`config.mk`:
```
export PLATFORM = sky130hd
export DESIGN_NAME = tff_mod_counter_flat
export DESIGN_NICKNAME = d
export VERILOG_FILES = /design/src/rtl/tff_mod_counter_if.sv /design/src/rtl/tff_mod_counter.sv /design/src/flat_wrapper.sv
export SDC_FILE = /design/constraint.sdc
export NUM_CORES = 1
export LEC_CHECK = 0
export BUFFER_PORTS_ARGS = -buffer_cell sky130_fd_sc_hd__buf_2
export CORE_AREA = 2 2 39 41
export DETAILED_ROUTE_END_ITERATION = 12
export DIE_AREA = 0 0 41 43
export PLACE_DENSITY = 0.65
export SLEW_MARGIN = 20
export SYNTH_ARGS = -nofsm -noshare
export SYNTH_HDL_FRONTEND = slang
export SYNTH_SLANG_ARGS = --single-unit
```
`constraint.sdc`:
```
create_clock -name clk -period 2.1 [get_ports clk]
set_input_delay 0.21 -clock clk [delete_from_list [all_inputs] [get_ports clk]]
set_output_delay 0.21 -clock clk [all_outputs]
set_load 0.01 [all_outputs]
```
`src/rtl/tff_mod_counter_if.sv`:
```
// Bus bundle for the modulo-N toggle-flip-flop counter. It groups the control
// inputs and the count/flag outputs.
//
// Handshake: this bundle has no valid/ready pair. The counter samples every
// control input on each rising clk edge. The master must hold en/up_dn/load/
// load_val stable around that edge. q and div_out are registered. tc is
// combinational from the registered q and the current en/load/up_dn.
interface tff_mod_counter_if #(
  parameter int WIDTH = 4
);
  logic             en;
  logic             up_dn;
  logic             load;
  logic [WIDTH-1:0] load_val;
  logic [WIDTH-1:0] q;
  logic             tc;
  logic             div_out;

  modport master (
    output en, up_dn, load, load_val,
    input  q, tc, div_out
  );

  modport slave (
    input  en, up_dn, load, load_val,
    output q, tc, div_out
  );
endinterface

```
`src/rtl/tff_mod_counter.sv`:
```
// Loadable modulo-MODULUS up/down counter built from a bank of T flip-flops.
// Each bit's T input comes from the lower bits and the direction. At the wrap
// point the T vector is overridden to land on 0 (up) or MODULUS-1 (down).
// A terminal-count flag and a divide-by-2*MODULUS square wave are produced
// alongside the count.
module tff_mod_counter #(
  parameter int WIDTH   = 4,
  parameter int MODULUS = 10
) (
  input  logic              clk,
  input  logic              rst_n,
  tff_mod_counter_if.slave  bus
);

  // Last legal count value, and the modulus widened by one bit.
  // The widening lets MODULUS == 2**WIDTH be compared against load_val.
  localparam logic [WIDTH-1:0] MAX_Q = WIDTH'(MODULUS - 1);
  localparam logic [WIDTH:0]   MOD_W = (WIDTH + 1)'(MODULUS);

  logic [WIDTH-1:0] q_q, q_d;
  logic             div_q, div_d;
  logic [WIDTH-1:0] t_vec;
  logic [WIDTH-1:0] load_clamped;
  logic             at_max, at_zero;
  logic             tc;

  assign at_max  = (q_q == MAX_Q);
  assign at_zero = (q_q == '0);

  // Terminal count: the next enabled edge is a wrap in the current direction.
  assign tc = bus.en & ~bus.load & (bus.up_dn ? at_max : at_zero);

  // Out-of-range load values saturate to the last legal count.
  assign load_clamped = ({1'b0, bus.load_val} < MOD_W) ? bus.load_val : MAX_Q;

  // Per-bit toggle enables. A bit flips when all lower bits are 1 (up) or all
  // lower bits are 0 (down). At the wrap, T is overridden to reach the target.
  always_comb begin
    logic run_and;
    logic run_nor;
    t_vec   = '0;
    run_and = 1'b1;
    run_nor = 1'b1;
    for (int i = 0; i < WIDTH; i++) begin
      t_vec[i] = bus.up_dn ? run_and : run_nor;
      run_and  = run_and & q_q[i];
      run_nor  = run_nor & ~q_q[i];
    end
    if (bus.up_dn && at_max) begin
      t_vec = q_q;
    end else if (!bus.up_dn && at_zero) begin
      t_vec = q_q ^ MAX_Q;
    end
  end

  // Next-state selection: load beats count, count beats hold.
  always_comb begin
    q_d   = q_q;
    div_d = div_q ^ tc;
    if (bus.load) begin
      q_d = load_clamped;
    end else if (bus.en) begin
      q_d = q_q ^ t_vec;
    end
  end

  // State registers with synchronous active-low reset.
  always_ff @(posedge clk) begin
    if (!rst_n) begin
      q_q   <= '0;
      div_q <= 1'b0;
    end else begin
      q_q   <= q_d;
      div_q <= div_d;
    end
  end

  assign bus.q       = q_q;
  assign bus.tc      = tc;
  assign bus.div_out = div_q;

endmodule

```
`src/flat_wrapper.sv`:
```
// flat-port wrapper written by rule: the top's interface ports become plain ports
module tff_mod_counter_flat 
#(
  parameter int WIDTH   = 4,
  parameter int MODULUS = 10
)
  (clk, rst_n, bus_en, bus_up_dn, bus_load, bus_load_val, bus_q, bus_tc, bus_div_out);
  tff_mod_counter_if #(.WIDTH(WIDTH)) bus_i ();
  input  logic clk;
  input  logic rst_n;
  input wire logic [$bits(bus_i.en)-1:0] bus_en;
  input wire logic [$bits(bus_i.up_dn)-1:0] bus_up_dn;
  input wire logic [$bits(bus_i.load)-1:0] bus_load;
  input wire logic [$bits(bus_i.load_val)-1:0] bus_load_val;
  output wire logic [$bits(bus_i.q)-1:0] bus_q;
  output wire logic [$bits(bus_i.tc)-1:0] bus_tc;
  output wire logic [$bits(bus_i.div_out)-1:0] bus_div_out;
  assign bus_i.en = bus_en;
  assign bus_i.up_dn = bus_up_dn;
  assign bus_i.load = bus_load;
  assign bus_i.load_val = bus_load_val;
  assign bus_q = bus_i.q;
  assign bus_tc = bus_i.tc;
  assign bus_div_out = bus_i.div_out;
  tff_mod_counter #(.WIDTH(WIDTH), .MODULUS(MODULUS)) u_core (.clk(clk), .rst_n(rst_n), .bus(bus_i));
endmodule
```
-- Word level (Yosys, flattened, before mapping)
Index checks and enable logic that the tools add are counted.
- add/subtract/negate cells: 0
- divide/modulo/power cells: 0
- equal/unequal tests: 1
- multiplexer cells: 9
- bitwise operators: 13
- shift-type cells: 0
- $lt $le $gt $ge: 1
- multipliers: 0
- reductions and logical operators: 5
- operators with widths (operator ; count):
    $mux W4 ; 5
    $and A1 B1 Y1 ; 6
    $eq A4 B4 Y1 const B ; 1
    $logic_not A4 Y1 ; 1
    $lt A4 B4 Y1 const B ; 1
    $mux W1 ; 4
    $not A1 Y1 ; 4
    $xor A4 B4 Y4 ; 1
    $logic_and A1 B1 Y1 ; 2
    $not A2 Y2 ; 1
    $reduce_bool A2 Y1 ; 1
    $logic_not A1 Y1 ; 1
    $xor A1 B1 Y1 ; 1
- output and inout bits: 6
- memories kept: 0
- RAM bits: 0
- input port bits: 9
- bits in read-only memories: 0
- latch bits: 0
- logic and storage cells: 31
- register bits: 5

-- Longest topological paths before layout
Gate-level depths: netlist of the first run.
- depth after elaboration: 9
- mapped depth: 5
- mapped depth without buffers: 4

-- Least setup slack after synthesis of the first run
No wires, ideal clock.
- path kind: reg-to-reg
- start point: register u_core.q_q[2] (netlist: u_core.bus.q[2])
- end point: register u_core.div_q (netlist: u_core.bus.div_out)
- setup slack: 0.630 ns
- clock period less this slack: 1.470 ns
- arrival: 1.353 ns
- setup time: 0.116 ns
- buffers on the path: 1
- required time: 1.984 ns
- cell stages (with the launch flop): 6
- cell sequence: dfxtp_1 buf_6 or4b_4 a21oi_2 xnor2_1 nor2b_1
- word-level cells in the longest chain between the ends: 4
- elaborated cells on any way between the ends: 5
- those cells by class: 1 x eq/ne; 1 x mux; 2 x bitwise; 1 x reduce/logical
- RTL lines (item ; line ; source):
    from (decl) ; tff_mod_counter.sv:20 ; logic [WIDTH-1:0] q_q, q_d;
    from (signal assigned) ; tff_mod_counter.sv:73 ; q_q <= q_d;
    $eq A4 B4 Y1 or $logic_not A4 Y1 (tied branches) ; tff_mod_counter.sv:27, tff_mod_counter.sv:28 ;
    $mux W1 * ; tff_mod_counter.sv:31 ; assign tc = bus.en & ~bus.load & (bus.up_dn ? at_max : at_zero);
    $and A1 B1 Y1 * ; tff_mod_counter.sv:31 ;
    named net bus_tc ; flat_wrapper.sv:16 ; output wire logic [$bits(bus_i.tc)-1:0] bus_tc;
    $xor A1 B1 Y1 * ; tff_mod_counter.sv:59 ; div_d = div_q ^ tc;
    to (signal assigned) ; tff_mod_counter.sv:74 ; div_q <= div_d;
    to (decl) ; tff_mod_counter.sv:21 ; logic div_q, div_d;
Mark *: on every way through the listed nets, which the timed path passes. The rest lies on a longest branch.
A chain may end at the register's enable or synchronous reset.

-- Final worst setup path of the first run
- start point: register u_core.q_q[2] (netlist: u_core.bus.q[2])
- end point: output bus_tc
- word-level cells in the longest chain between the ends: 3
- elaborated cells on any way between the ends: 4
- those cells by class: 1 x eq/ne; 1 x mux; 1 x bitwise; 1 x reduce/logical
- RTL lines (item ; line):
    $eq A4 B4 Y1 or $logic_not A4 Y1 (tied branches) ; tff_mod_counter.sv:27, tff_mod_counter.sv:28
    $mux W1 * ; tff_mod_counter.sv:31
    $and A1 B1 Y1 * ; tff_mod_counter.sv:31
    to (decl) ; flat_wrapper.sv:16
Mark *: on every way between the ends. The rest lies on a longest branch, timed or not.

==> results of run 1 <==
==> power breakdown <==
part | internal, mW | total, mW | switching, mW
Sequential | 0.102 | 0.118 | 0.0159
Combinational | 0.0354 | 0.0688 | 0.0334
Clock | 0.0720 | 0.114 | 0.0417
==> worst min path at each step <==
stage	cells past startpoint	to	from
global route	2	u_core.bus.q[0]	bus_load_val[0]
floorplan	1	u_core.bus.div_out	rst_n
detailed placement	2	u_core.bus.q[0]	bus_load_val[0]
CTS	2	u_core.bus.q[0]	bus_load_val[0]
global placement	2	u_core.bus.q[0]	bus_load_val[0]
finish	2	u_core.bus.q[0]	bus_load_val[0]
==> worst reg2reg max path, stage by stage, from the launching register on <==
cell	delay, ns
dfxtp_1	0.40
or4b_4	0.55
a21oi_2	0.14
xnor2_1	0.13
nor2b_1	0.06
==> state kept, by name, indices dropped and copies added (netlist names) <==
| signal | count |
|---|---|
| u_core.bus.div_out | 1 |
| u_core.bus.q | 4 |
==> routing by layer <==
metal  vias up  track usage (%)  share of wire [%]
met5         -                0                  0
met4         0             12.0                4.2
met2        16             15.3                 41
met3         4             3.14                7.0
li1        216                -                  -
met1       174             17.3                 48
==> cell families after synthesis <==
family	Yosys count	synth area share [%]
AOI/OAI and AO/OA	20	33.8
and+or+nand+nor	14	21.3
buffers and inverters	8	11.2
DFF	5	25.0
xor gates and xnor gates	4	8.75
==> cells in the final DEF (no fill, tap or decap), drive strengths merged, types with 2 or more instances in the layout <==
master | netlist | routed
clkbuf | 0 | 4
dfxtp | 5 | 5
nor3 | 2 | 2
inv | 5 | 5
nor2b | 2 | 2
xnor2 | 4 | 4
o21ai | 6 | 6
nand3 | 2 | 2
buf | 3 | 14
nand2 | 2 | 2
o311a | 2 | 2
a21oi | 4 | 4
o21a | 2 | 2
==> layout make-up <==
cell class / instances / share of cell area (%)
sequential: 5 / 20.4
inverter: 5 / 3.83
tap: 16 / 4.08
multi-input combinational: 38 / 52.0
timing repair buffer: 14 / 14.3
clock buffer: 4 / 5.36
==> metrics by stage <==
step / hold WS (ns) / setup slack, ns
3_5_place_dp: 0.467 / 0.662
3_3_place_gp: 0.473 / 0.683
6_report: 0.215 / 0.407
2_1_floorplan: 0.338 / 0.630
5_1_grt: 0.220 / 0.330
4_1_cts: 0.212 / 0.401
==> results.json, run 1 <==
{
  "cp_num_buf_inv": 1,
  "avgSynthCellArea_um2": 7.85,
  "synth_edf_count": 0,
  "placed_area_um2": 464,
  "rrSetupSlack_ns": 0.71,
  "status": "finished clean",
  "dp.cells": 78,
  "vias": 410,
  "synth_top_area_share_pct": 25.0,
  "synth_top_area_cell": "dfxtp_1",
  "syn-num-nets": 60,
  "numCtsBuffers": 3,
  "final_nets": 76,
  "finClkSkew_ns": 0.00380,
  "vdd_drop_max_uv": 225,
  "die_x_um": 41,
  "critPathCaptureType": "output pin",
  "htree_levels": 1,
  "cts_hold_buf": 0,
  "fill_cells": 154,
  "cts_tree": "done",
  "finalCritPeriodShare_pct": 80.6,
  "start_util_pct": 28.9,
  "yosysMostFrequentCell": "o21ai_0",
  "period_minus_slack_ns": 1.69,
  "cp_slowest_cell": "or4b_4",
  "drive_gt1_share_pct": 28.8,
  "fmax_mhz": 591,
  "yosysUniqueCellTypes": 26,
  "synth_common_cells": "o21ai_0, dfxtp_1, inv_1",
  "fin_tns_setup_ns": 0,
  "grt_max_degree": 13,
  "crit_required_ns": 1.89,
  "io_buffers": 14,
  "regToRegStartpoint": "u_core.bus.q[2]",
  "final-setup-viol-count": 0,
  "worstPathMaxFanout": 11,
  "hold_violations": 0,
  "seqCellArea_um2": 100,
  "reg2reg_depth": 4,
  "cp_top_family": "simple AND/OR/NAND/NOR gates",
  "fin_area_um2": 490,
  "relSlewSlack_pct": 73.5,
  "synth_area_leaders": "dfxtp_1, xnor2_1, o21ai_0, o311a_1, inv_1",
  "pin_count": 15,
  "routedWlPerCell_um": 10.8,
  "cp-start-kind": "register",
  "powerDensity_nw_per_um2": 613,
  "wirelength_um": 882,
  "cts.repair.resized": 0,
  "drv_slew": 0,
  "cpPeakStageDelay_ns": 0.55,
  "die_h_um": 43,
  "drv_cap": 0,
  "drtPass1Iterations": 4,
  "ys_seq_elements": 5,
  "leakagePower_nw": 0.208,
  "dpl.hpwl_um": 666,
  "finalPower_uw": 301,
  "grt_pass1_vias": 337,
  "diodes": 0,
  "via_per_inst": 5.00,
  "syn_area_um2": 400,
  "antenna_found_initial": 0,
  "yosys_warnings": 0,
  "final_util_pct": 35.4,
  "track_usage_pct": 12.7,
  "synthCells": 51,
  "coreArea_um2": 1380,
  "grt_pass1_wl_um": 1450,
  "ys_seq_area_share_pct": 25.0,
  "final_cells": 82,
  "r2r-end": "u_core.bus.div_out",
  "area_growth_pct": 22.5,
  "clock_latency_ns": 0.24,
  "ys.flop_type": "dfxtp_1",
  "startpoint": "u_core.bus.q[2]",
  "cts_setup_buffers": 0,
  "cts.path.max_buffers": 2,
  "dieArea_um2": 1760,
  "globalplace.congestion": 0.745,
  "drt_iter0_drc": 1,
  "clkTransAtPathRegs_ns": 0.05,
  "grt_remaining_overflow": 0,
  "worstSetupPathDepth": 3,
  "critPathKind": "reg -> out",
  "synthArstFlopShare_pct": 0,
  "ant_nets": 0,
  "tightest_slew_ns": 0.397,
  "num_rows": 14,
  "path_cells": "or4b_4, a21oi_2, buf_2",
  "setup.worst_path.end": "bus_tc",
  "holdCritPathClass": "in -> reg",
  "cts-root-buf": "clkbuf_4",
  "multi_input_area_um2": 255,
  "cts_sinks": 5,
  "drt_drc_violations_left": 0,
  "rsz0062_at_grt": "false",
  "worstPathArrival_ns": 1.48
}
No activity file was read; power rests on OpenSTA's default activity.
==> inputs of run 2 (changes only) <==
--- a/config.mk
+++ b/config.mk
@@ -9,7 +9,7 @@
 export CORE_AREA = 2 2 39 41
 export DETAILED_ROUTE_END_ITERATION = 12
 export DIE_AREA = 0 0 41 43
-export PLACE_DENSITY = 0.65
+export PLACE_DENSITY = 0.67
 export SLEW_MARGIN = 20
 export SYNTH_ARGS = -nofsm -noshare
 export SYNTH_HDL_FRONTEND = slang
==> constraint.sdc (replaced) <==
create_clock -name clk -period 1.38 [get_ports clk]
set_input_delay 0.138 -clock clk [delete_from_list [all_inputs] [get_ports clk]]
set_output_delay 0.138 -clock clk [all_outputs]
set_load 0.01 [all_outputs]
==> run 2 against run 1 <==
  * The flow now finishes with violations (negative setup slack)
  * Via count increased by 18%
  * Utilization is 7.2 points higher
  * Die area did not move
  * Total power grew 66%
  * Clock skew up 0.0013 ns
  * Register-to-register slack got worse by 0.69 ns
  * Hold slack got worse by 0.053 ns
  * Global-route usage up 1.1 points
  * Cell area grew 20%
  * Sequential share of layout area decreased by 2.8 points
  * Flip-flop and latch count unchanged
  * Critical path type unchanged
  * Highest routed layer unchanged
==> results.json, run 2 (synthesized netlist as in run 1, its figures left out) <==
{
  "status": "finished with violations",
  "violations": "negative setup slack",
  "cp_slowest_cell": "or4b_4",
  "critPathCaptureType": "output pin",
  "cts-root-buf": "clkbuf_4",
  "cts_hold_buf": 0,
  "r2r-end": "u_core.bus.div_out",
  "cts_sinks": 5,
  "crit_required_ns": 1.24,
  "drv_cap": 0,
  "via_per_inst": 5.36,
  "powerDensity_nw_per_um2": 845,
  "largest_reg_flops": 4,
  "critPathKind": "reg -> out",
  "rsz0062_at_grt": "true",
  "die_h_um": 43,
  "grt_remaining_overflow": 0,
  "holdCritStartpoint": "bus_load_val[0]",
  "cpPeakStageDelay_ns": 0.49,
  "cts_tree": "done",
  "start_util_pct": 28.9,
  "numCtsBuffers": 3,
  "cp_top_family": "simple AND/OR/NAND/NOR gates",
  "finalPower_uw": 499,
  "track_usage_pct": 13.8,
  "path_cells": "or4b_4, a21oi_4, buf_6",
  "period_minus_slack_ns": 1.47,
  "antenna_found_initial": 0,
  "clkTransAtPathRegs_ns": 0.05,
  "worst_slack_ns": -0.0915,
  "cp-start-kind": "register",
  "fill_cells": 153,
  "final-setup-viol-count": 1,
  "finalCritPeriodShare_pct": 107,
  "grt_max_degree": 9,
  "rrSetupSlack_ns": 0.02,
  "finClkSkew_ns": 0.00505,
  "ant_nets": 0,
  "leakagePower_nw": 0.257,
  "dieArea_um2": 1760,
  "drt_drc_violations_left": 0,
  "drive_gt1_share_pct": 41.9,
  "worstPathMaxFanout": 2,
  "drv_slew": 0,
  "hold_depth": 2,
  "hold-path-endpoint": "u_core.bus.q[0]",
  "vdd_drop_max_uv": 242,
  "routedWlPerCell_um": 12.6,
  "drtPass1Iterations": 4,
  "wirelength_um": 1140,
  "pin_count": 15,
  "holdCritPathClass": "in -> reg",
  "final_nets": 84,
  "final_cell_mix": "buf_2, buf_4, inv_1, o21ai_0",
  "grt_pass1_wl_um": 1670,
  "final_common_cell": "buf_2",
  "tightest_slew_ns": 0.305,
  "die_x_um": 41,
  "vias": 482,
  "fmax_mhz": 680,
  "diodes": 0,
  "num_rows": 14,
  "globalplace.congestion": 0.762,
  "grt_pass1_vias": 432,
  "coreArea_um2": 1380,
  "relSlewSlack_pct": 79.4,
  "fin_tns_setup_ns": -0.0915,
  "area_growth_pct": 47.5,
  "hold_violations": 0,
  "worstPathArrival_ns": 1.33,
  "drt_iter0_drc": 13,
  "htree_levels": 1,
  "io_buffers": 14,
  "dpl.hpwl_um": 780,
  "regToRegStartpoint": "u_core.bus.q[2]",
  "clock_latency_ns": 0.24,
  "cp_num_buf_inv": 1,
  "cts.path.max_buffers": 2,
  "reg2reg_depth": 5
}
[run 2: how the worst max path moves through the flow]
stage,cells after the start,slack [ns],end,from
floorplan,5,-0.02,u_core.bus.div_out,u_core.bus.q[2]
global placement,4,0.12,u_core.bus.div_out,u_core.bus.q[1]
detailed placement,5,0.10,u_core.bus.q[2],u_core.bus.q[1]
CTS,3,-0.1,bus_tc,u_core.bus.q[2]
global route,3,-0.12,bus_tc,u_core.bus.q[1]
finish,3,-0.09,bus_tc,u_core.bus.q[2]
[run 2: power breakdown]
group	leakage [nW]	total, mW	switching, mW	internal (mW)
Sequential	0.0420	0.167	0.0117	0.155
Clock	0.0150	0.173	0.0630	0.110
Combinational	0.200	0.159	0.0799	0.0795
Total	0.257	0.499	0.155	0.344
[run 2: area by class of cell]
cell class                      count  area (µm²)  area share, %
Tap cell                           16        20.0           3.39
Sequential cell                     5         104           17.6
Multi-Input combinational cell     38         278           47.0
Clock buffer                        4        26.3           4.45
Inverter                            5        18.8           3.18
Timing Repair Buffer               22         144           24.4
[run 2: timing repair]
| item | 4_1_cts | 5_1_grt |
|---|---|---|
| buffers inserted | 2 | 0 |
| resized for setup | 2 | 6 |
| endpoints found under the hold margin | 0 | 0 |
| cloned | 0 | 0 |
| pin swaps | 1 | 2 |
| endpoints found under the setup margin | 1 | 4 |
[run 2: through the flow]
step | std cells | util (%) | hold WS (ns) | worst slack, ns | cell area [µm²]
floorplan | 51 | - | 0.266 | -0.0162 | 409
global placement | 84 | 37.4 | 0.409 | 0.125 | 518
detailed placement | 84 | 37.4 | 0.405 | 0.103 | 518
CTS | 90 | 41.0 | 0.154 | -0.0992 | 568
global route | 90 | 42.7 | 0.163 | -0.123 | 591
finish | 90 | 42.7 | 0.161 | -0.0915 | 591
[run 2: worst register-to-register path: cells and delay by family, from the launching register on]
family	cells	cell delay [ns]
and+or+nand+nor	2	0.55
DFF	1	0.34
AOI/OAI and AO/OA	1	0.14
buffers and inverters	1	0.12
xor gates and xnor gates	1	0.10
[run 2: metal layers]
metal	GRT usage [%]	wire length (µm)
met1	18.9	500
met3	0	58
met4	10.0	17
met2	20.0	561
met5	0	0
==> inputs of run 3 (changes only) <==
--- a/config.mk
+++ b/config.mk
@@ -5,11 +5,13 @@
 export SDC_FILE = /design/constraint.sdc
 export NUM_CORES = 1
 export LEC_CHECK = 0
+export ABC_AREA = 1
 export BUFFER_PORTS_ARGS = -buffer_cell sky130_fd_sc_hd__buf_2
 export CORE_AREA = 2 2 39 41
 export DETAILED_ROUTE_END_ITERATION = 12
 export DIE_AREA = 0 0 41 43
-export PLACE_DENSITY = 0.67
+export PLACE_DENSITY = 0.66
+export REMOVE_ABC_BUFFERS = 1
 export SLEW_MARGIN = 20
 export SYNTH_ARGS = -nofsm -noshare
 export SYNTH_HDL_FRONTEND = slang
==> run 3 against run 2 <==
  * The flow now finishes without violations
  * Register-to-register slack better by 0.25 ns
  * First-iteration DRC count down 62%
  * Clock skew is 0.0057 ns higher
  * Total power decreased by 4.4%
  * Cell area down 9.1%
  * Clock power about the same
  * Critical path type unchanged
  * Largest cell class unchanged
==> results.json, run 3 <==
{
  "status": "finished clean",
  "cts-root-buf": "clkbuf_4",
  "clock_latency_ns": 0.25,
  "fin_area_um2": 537,
  "final_nets": 94,
  "synth_top_area_cell": "dfxtp_1",
  "num_rows": 14,
  "powerDensity_nw_per_um2": 889,
  "finalCritPeriodShare_pct": 96.2,
  "grt_pass1_vias": 393,
  "avgSynthCellArea_um2": 5.91,
  "critPathKind": "reg -> out",
  "ant_nets": 0,
  "vdd_drop_max_uv": 558,
  "numCtsBuffers": 3,
  "synthCells": 65,
  "drtPass1Iterations": 4,
  "diodes": 0,
  "finClkSkew_ns": 0.0107,
  "synth_top_area_share_pct": 26.1,
  "crit_required_ns": 1.24,
  "placed_area_um2": 474,
  "coreArea_um2": 1380,
  "start_util_pct": 27.8,
  "syn_area_um2": 384,
  "area_growth_pct": 39.7,
  "relSlewSlack_pct": 76.5,
  "vias": 461,
  "clkTransAtPathRegs_ns": 0.05,
  "synth_area_leaders": "dfxtp_1, nand2_1, inv_1, nand3_1, a21oi_1",
  "grt_max_degree": 8,
  "globalplace.congestion": 0.766,
  "die_x_um": 41,
  "fin_hold_ws_ns": 0.144,
  "seqCellArea_um2": 113,
  "cts_tree": "done",
  "holdCritPathClass": "in -> reg",
  "worstPathMaxFanout": 7,
  "ys_seq_area_share_pct": 26.1,
  "routedWlPerCell_um": 9.56,
  "wirelength_um": 956,
  "yosysMostFrequentCell": "nand2_1",
  "worstPathArrival_ns": 1.19,
  "synthArstFlopShare_pct": 0,
  "dpl.hpwl_um": 700,
  "ys_seq_elements": 5,
  "drive_gt1_share_pct": 40.5,
  "dieArea_um2": 1760,
  "drt_iter0_drc": 5,
  "drv_cap": 0,
  "leakagePower_nw": 0.285,
  "drt_drc_violations_left": 0,
  "yosysUniqueCellTypes": 16,
  "largest_reg_flops": 4,
  "hold_violations": 0,
  "cts_sinks": 5,
  "final-setup-viol-count": 0,
  "cts.path.max_buffers": 2,
  "multi_input_area_um2": 254,
  "finalPower_uw": 477,
  "grt_remaining_overflow": 0,
  "critPathCaptureType": "output pin",
  "htree_levels": 1,
  "period_minus_slack_ns": 1.33,
  "final_common_cell": "nand2_1",
  "io_buffers": 14,
  "place_ws_ns": 0.206,
  "fmax_mhz": 753,
  "fill_cells": 152,
  "synth_common_cells": "nand2_1, inv_1, nand3_1",
  "ys.flop_type": "dfxtp_1",
  "synth_edf_count": 0,
  "antenna_found_initial": 0,
  "grt_pass1_wl_um": 1500,
  "cts_hold_buf": 0,
  "yosys_warnings": 0,
  "track_usage_pct": 12.4,
  "cp-start-kind": "register",
  "via_per_inst": 4.61,
  "final_cell_mix": "nand2_1, buf_2, inv_1, nand3_1, a21oi_1",
  "drv_slew": 0,
  "worst_slack_ns": 0.0519,
  "die_h_um": 43,
  "pin_count": 15,
  "fin_tns_setup_ns": 0,
  "tightest_slew_ns": 0.351
}
[run 3: power breakdown]
| part | switching (mW) | total (mW) | internal, mW |
|---|---|---|---|
| Sequential | 0.0216 | 0.178 | 0.156 |
| Combinational | 0.0743 | 0.130 | 0.0553 |
| Clock | 0.0646 | 0.170 | 0.105 |
[run 3: layer usage]
layer / share of wire, % / wire (µm) / vias up / global-route usage, %
met1: 46 / 438 / 206 / 16.1
met5: 0 / 0 / - / 0
li1: - / - / 243 / -
met2: 48 / 460 / 10 / 18.1
met4: 0.63 / 6 / 0 / 6.00
met3: 5.2 / 50 / 2 / 3.14
[run 3: what timing repair did]
item,4_1_cts,5_1_grt
resized for setup,6,6
setup buffers,0,1
setup endpoints to repair,1,1
pin swaps,1,2
[run 3: area by class of cell]
type                    instances  area share [%]
multi-input cells              48            47.3
flip-flops and latches          5            21.0
repair buffers                 15            14.5
inverters                      12            8.39
clock buffers                   3            4.20
well taps                      16            3.73
clock inverters                 1           0.932
[run 3: logic make-up after synthesis]
group                  Yosys count  synth area share, %
buffers and inverters           12                 11.7
AND/OR/NAND/NOR                 36                 42.7
AO/OA/AOI/OAI                   10                 15.0
flip-flops                       5                 26.1
XOR/XNOR                         2                 4.56
[run 3: path summary, 6_finish.rpt]
kind	startpoint	end	slack, ns	cells past startpoint
max	u_core.bus.q[0]	bus_tc	0.05	6
min	rst_n	u_core.bus.div_out	0.14	3
max reg2reg	u_core.bus.q[0]	u_core.bus.q[3]	0.27	7
min reg2reg	u_core.bus.div_out	u_core.bus.div_out	0.47	2
[run 3: through the flow]
stage	instances	util (%)
after floorplan	65	-
after global placement	95	34.3
after detailed placement	95	34.3
after CTS	99	37.2
after global routing	100	38.8
final	100	38.8
[run 3: worst max-delay path, stage by stage, from the launching register on]
cell and delay [ns]:
dfxtp_4 0.37, nor2_4 0.13, nand3_2 0.10, nand2_2 0.09
nand2_2 0.07, inv_1 0.06, buf_2 0.12
